**src/rtl/music_sequencer.sv**
```systemverilog
// Two-channel note sequencer: walks the music ROM one entry per beat, gated by the
// tone generator's sample strobe, and drives note numbers plus per-channel rest flags.
//
// state  | meaning
// S_IDLE  | stopped; rests forced, next_val ignored
// S_PLAY  | counting strobes, sampling ROM at GAP_TICKS, articulating at beat wrap
// S_PAUSE | everything frozen, rests forced; cmd_play resumes
module music_sequencer #(
    parameter int ROM_AW    = 10,
    parameter int ROM_LEN   = 432,
    parameter int GAP_TICKS = 960
) (
    input  logic              sys_clk,
    input  logic              sys_rst_n,
    input  logic              next_val,
    input  logic              cmd_play,
    input  logic              cmd_pause,
    input  logic              cmd_stop,
    input  logic              loop_en,
    input  logic [12:0]       beat_len,
    output logic [ROM_AW-1:0] rom_addr,
    input  logic [6:0]        note1,
    input  logic [6:0]        note2,
    output logic [6:0]        noteA,
    output logic [6:0]        noteB,
    output logic              restA,
    output logic              restB,
    output logic              busy,
    output logic              done
);

    typedef enum logic [1:0] {S_IDLE, S_PLAY, S_PAUSE} state_t;

    localparam logic [12:0]       MIN_LEN   = 13'(GAP_TICKS + 2);
    localparam logic [12:0]       GAP       = 13'(GAP_TICKS);
    localparam logic [ROM_AW-1:0] LAST_ADDR = ROM_AW'(ROM_LEN - 1);

    state_t            state, state_d;
    logic              run_en;
    logic [12:0]       cnt, cnt_d;
    logic [12:0]       len_q, len_d;
    logic [ROM_AW-1:0] addr_d;
    logic [6:0]        note_a_d, note_b_d;
    logic              flag_a, flag_b, flag_a_d, flag_b_d;
    logic              done_d;
    logic [12:0]       beat_eff;

    // Release edge only arms run_en; the design starts acting on the following edge.
    always_ff @(posedge sys_clk or negedge sys_rst_n) begin
        if (!sys_rst_n) begin
            run_en <= 1'b0;
        end else begin
            run_en <= 1'b1;
        end
    end

    always_ff @(posedge sys_clk or negedge sys_rst_n) begin
        if (!sys_rst_n) begin
            state    <= S_IDLE;
            cnt      <= '0;
            len_q    <= MIN_LEN;
            rom_addr <= '0;
            noteA    <= '0;
            noteB    <= '0;
            flag_a   <= 1'b1;
            flag_b   <= 1'b1;
            done     <= 1'b0;
        end else if (run_en) begin
            state    <= state_d;
            cnt      <= cnt_d;
            len_q    <= len_d;
            rom_addr <= addr_d;
            noteA    <= note_a_d;
            noteB    <= note_b_d;
            flag_a   <= flag_a_d;
            flag_b   <= flag_b_d;
            done     <= done_d;
        end
    end

    assign beat_eff = (beat_len > MIN_LEN) ? beat_len : MIN_LEN;

    always_comb begin
        state_d  = state;
        cnt_d    = cnt;
        len_d    = len_q;
        addr_d   = rom_addr;
        note_a_d = noteA;
        note_b_d = noteB;
        flag_a_d = flag_a;
        flag_b_d = flag_b;
        done_d   = 1'b0;

        case (state)
            S_IDLE: begin
                if (cmd_play && !cmd_pause && !cmd_stop) begin
                    state_d = S_PLAY;
                    len_d   = beat_eff;
                    cnt_d   = '0;
                    addr_d  = '0;
                end
            end
            S_PLAY: begin
                if (next_val) begin
                    if (cnt == GAP) begin
                        if (note1 != 7'd1) note_a_d = note1;
                        if (note2 != 7'd1) note_b_d = note2;
                        flag_a_d = (note1 == 7'd0);
                        flag_b_d = (note2 == 7'd0);
                        cnt_d    = cnt + 13'd1;
                        if (rom_addr != LAST_ADDR) begin
                            addr_d = rom_addr + 1'b1;
                        end else if (loop_en) begin
                            addr_d = '0;
                        end else begin
                            state_d  = S_IDLE;
                            done_d   = 1'b1;
                            addr_d   = '0;
                            cnt_d    = '0;
                            flag_a_d = 1'b1;
                            flag_b_d = 1'b1;
                        end
                    end else if (cnt == len_q - 13'd1) begin
                        // Short silence before the next entry unless it holds the tone.
                        cnt_d = '0;
                        len_d = beat_eff;
                        if (note1 != 7'd1) flag_a_d = 1'b1;
                        if (note2 != 7'd1) flag_b_d = 1'b1;
                    end else begin
                        cnt_d = cnt + 13'd1;
                    end
                end
                if (cmd_pause && !cmd_stop && state_d == S_PLAY) begin
                    state_d = S_PAUSE;
                end
            end
            S_PAUSE: begin
                if (cmd_play && !cmd_pause && !cmd_stop) begin
                    state_d = S_PLAY;
                end
            end
            default: state_d = S_IDLE;
        endcase

        if (cmd_stop && state != S_IDLE) begin
            state_d  = S_IDLE;
            cnt_d    = '0;
            addr_d   = '0;
            flag_a_d = 1'b1;
            flag_b_d = 1'b1;
            done_d   = 1'b0;
        end
    end

    assign restA = (state == S_PLAY) ? flag_a : 1'b1;
    assign restB = (state == S_PLAY) ? flag_b : 1'b1;
    assign busy  = (state != S_IDLE);

endmodule

```
**config.mk**
```make
export PLATFORM = sky130hd
export DESIGN_NAME = music_sequencer
export DESIGN_NICKNAME = d
export VERILOG_FILES = /design/src/rtl/music_sequencer.sv
export SDC_FILE = /design/constraint.sdc
export NUM_CORES = 1
export LEC_CHECK = 0
export CAP_MARGIN = 5
export CORE_UTILIZATION = 40
export DETAILED_ROUTE_END_ITERATION = 7
export GPL_ROUTABILITY_DRIVEN = 0
export PLACE_DENSITY = 0.6
export SETUP_SLACK_MARGIN = 0.1
export SLEW_MARGIN = 5
export SYNTH_ARGS = -nofsm -noshare
export SYNTH_HDL_FRONTEND = slang
export SYNTH_SLANG_ARGS = --single-unit
```
**constraint.sdc**
```tcl
create_clock -name sys_clk -period 8.1 [get_ports sys_clk]
set_input_delay 2.43 -clock sys_clk [delete_from_list [all_inputs] [get_ports sys_clk]]
set_output_delay 2.43 -clock sys_clk [all_outputs]
set_load 0.03 [all_outputs]
```
==> out/results.tsv <==
metric	value	unit
status	complete, no violations	
top_reg_cell synth	dfrtp_1	
Slew Limit Fails	0	
maximum buffer depth of the clock tree	2	
async set or reset register ratio after synthesis	100	%
initial antenna violation count	0	
synthesized instance count	373	
critical-path cell list	clkdlybuf4s50_1 > nor3b_1 > o21ai_1 > nand2b_1 > or2_2 > a21oi_1 > buf_4 > nand3b_1 > a31oi_1	
Layout Nets	467	
gr usage total	19.3	%
Initial Util	41.1	%
Final Hold Viols	0	
#FFs+latches synth	56	
post-route ant nets	0	
crit path launch type	input pin	
first-pass GRT wire length	13.2	mm
antenna diode count	0	
later-pin clock latency in the skew report	0.31	ns
clock slew at reported path FFs	0.10	ns
H-tree levels	2	
NetSw	0.370	mW
Fmax	221	MHz
drt first pass iters	4	
Via Count	2916	
fraction of the mapped netlist area in simple logic gates	26.4	%
Post-synth top cells	dfrtp_1 (49), nand2_1 (47), nor2_1 (28)	
sequential cell fraction of total power	45.0	%
pin count of the biggest net entering global routing	57	
post-cts resize count	0	
adder-cell share of the synthesized area	1.49	%
Syn. warnings	0	
Net Count, Synth	411	
vias in the first global route	2821	
setup TNS	0	ns
required time of the critical path	8.34	ns
Cell Area, Synth	3360	um2
Final min period	4.54	ns
Vias/cell	5.45	
clk root buf	clkbuf_8	
synthesis-to-layout area growth	23.2	%
Net Sw Frac	39.3	%
Bufs and invs on worst path	2	
Crit. End Element	flip-flop	
Die X	93.6	um
combinational power share	37.8	%
CTS tree	built	
die area	8770	um2
HPWL after detailed placement	5.74	mm
Detailed Route WL	7.82	mm
VDD IR max	0.121	mV
R2R Setup Slk	4.63	ns
Max-slew headroom	40.7	%
crit path DAT	4.77	ns
# fillers	756	
post-synthesis xor/xnor area fraction	5.47	%
Crit Path Class	in -> reg	
post-synthesis compound-gate area fraction	14.9	%
Max-cap violations	0	
CP peak stage delay	0.52	ns
EDFF count, synth	0	
Final setup viols	0	
area leader, netlist	dfrtp_1	
power density over the cells	227	nW/um2
clk_skew	0.00752	ns
clock buffer count from CTS	5	
clk sinks	56	
Worst path slowest cell	clkdlybuf4s50_1	
num ports	62	
hold_buf cts	0	
DRT iter0 DRCs	101	
internal power	0.571	mW
leak pwr	1.74	nW
fin util	50.6	%
register area share after synthesis	42.0	%
worst slew pin tran	0.877	ns
worst min-delay path class	reg -> reg	
total grt overflow	0	
Tcrit/Tclk final	56.0	%
most frequent cell after synthesis	dfrtp_1	
RSZ-0062 raised after global routing	false	
Std-Cell Rows	33	
post-synthesis mux area share	5.33	%
syn_area_per_cell	9.01	um2
drt drc	0	
Die Span Y	93.6	um
Core Area	8180	um2
Post-CTS Setup Inserts	0	
buffers added on ports	61	
Netlist cell types	56	
Clock power frac	17.2	%
largest family of logic cells by synthesized area	simple AND/OR/NAND/NOR gates	
synth top area cells	dfrtp_1 (36%), dfstp_2 (5.5%), nand2_1 (5.3%)	
wire per inst	14.6	um
CP delay by family, top	simple AND/OR/NAND/NOR gates	
Critical Path Fanout Max	21	
layout cells sized above 1	9.30	%
top cell type's share of synthesized area	36.5	%
## area by class of cell
type	count	area, um2	area share [%]
multi-input combinational	283	1810	43.6
inverter	19	71.3	1.72
timing repair buffer	64	628	15.2
sequential	56	1410	34.1
clock buffer	7	86.3	2.09
clock inverter	1	7.51	0.181
tap	105	131	3.17
## through the flow
stage / area, um2 / setup slack, ns / hold WS, ns / instances / total power, mW
2_1_floorplan: 3360 / 3.95 / 0.465 / 373 / 0.672
3_3_place_gp: 4050 / 3.31 / 0.451 / 527 / 0.779
4_1_cts: 4140 / 3.59 / 0.480 / 535 / 0.948
3_5_place_dp: 4050 / 3.28 / 0.457 / 527 / 0.783
6_report: 4140 / 3.56 / 0.475 / 535 / 0.940
5_1_grt: 4140 / 3.39 / 0.503 / 535 / 1.01
## registers in the layout (all words and copies together), names as in the netlist
register	flops
cnt	13
flag_a	1
noteA	7
noteB	7
len_q	13
flag_b	1
rom_addr	10
run_en	1
state	2
done	1
## path summary, 6_finish.rpt
check / cells past startpoint / from / endpoint
max in group asynchronous: 2 / sys_rst_n / cnt[1]$_DFFE_PN0P_
min reg2reg: 2 / noteA[4]$_DFFE_PN0P_ / noteA[4]$_DFFE_PN0P_
min: 2 / noteA[4]$_DFFE_PN0P_ / noteA[4]$_DFFE_PN0P_
min in group asynchronous: 2 / sys_rst_n / noteB[6]$_DFFE_PN0P_
max reg2reg: 9 / len_q[0]$_DFFE_PN0P_ / len_q[10]$_DFFE_PN0P_
max: 9 / cmd_stop / cnt[5]$_DFFE_PN0P_
## cell families after synthesis
| logic type | after synthesis |
|---|---|
| fa+ha+maj | 4 |
| other cells | 1 |
| simple gates | 165 |
| flops | 56 |
| compound gates | 75 |
| xor+xnor | 21 |
| mux | 17 |
| buf+inv | 34 |
## power by group through the flow
stage	Combinational (mW)	Sequential (mW)	Clock (mW)
after floorplan	0.276	0.396	0
after global placement	0.352	0.427	0
after detailed placement	0.356	0.427	0
after CTS	0.358	0.422	0.168
after global routing	0.398	0.434	0.178
final	0.355	0.424	0.162
## worst register-to-register path, cell delays in order, from the launching register on
cell and delay (ns):
dfrtp_1 0.47, inv_1 0.11, ha_1 0.29, or4b_4 0.50, nor3_2 0.16, o2111ai_1 0.15
nor4_2 0.40, nand4_1 0.16, a21oi_2 0.71, mux2_2 0.41
## routing by layer
metal / wire length, um / part of all wire, % / track usage (%) / vias up
met3: 305 / 3.9 / 3.33 / 10
met1: 3790 / 49 / 26.5 / 1384
met5: 0 / 0 / 0 / -
li1: - / - / - / 1462
met4: 110 / 1.4 / 7.31 / 0
met2: 3610 / 46 / 30.3 / 60
## cell usage in the layout (no fill, tap or decap), types with 7 or more instances in the layout
cell,Yosys,final
xor2_1,9,9
nand3b_1,10,10
mux2i_1,10,10
nand2_1,47,47
nand3_1,17,17
and3_1,9,9
nor3_1,7,7
o21ai_0,18,18
a31oi_1,15,15
dfrtp_1,49,49
dfstp_2,7,7
clkdlybuf4s50_1,0,60
mux2_2,7,7
xnor2_1,12,12
nand4_1,10,10
inv_1,19,19
nor2_1,28,28
a21oi_1,11,11
Power figures use the tool's default switching activity.
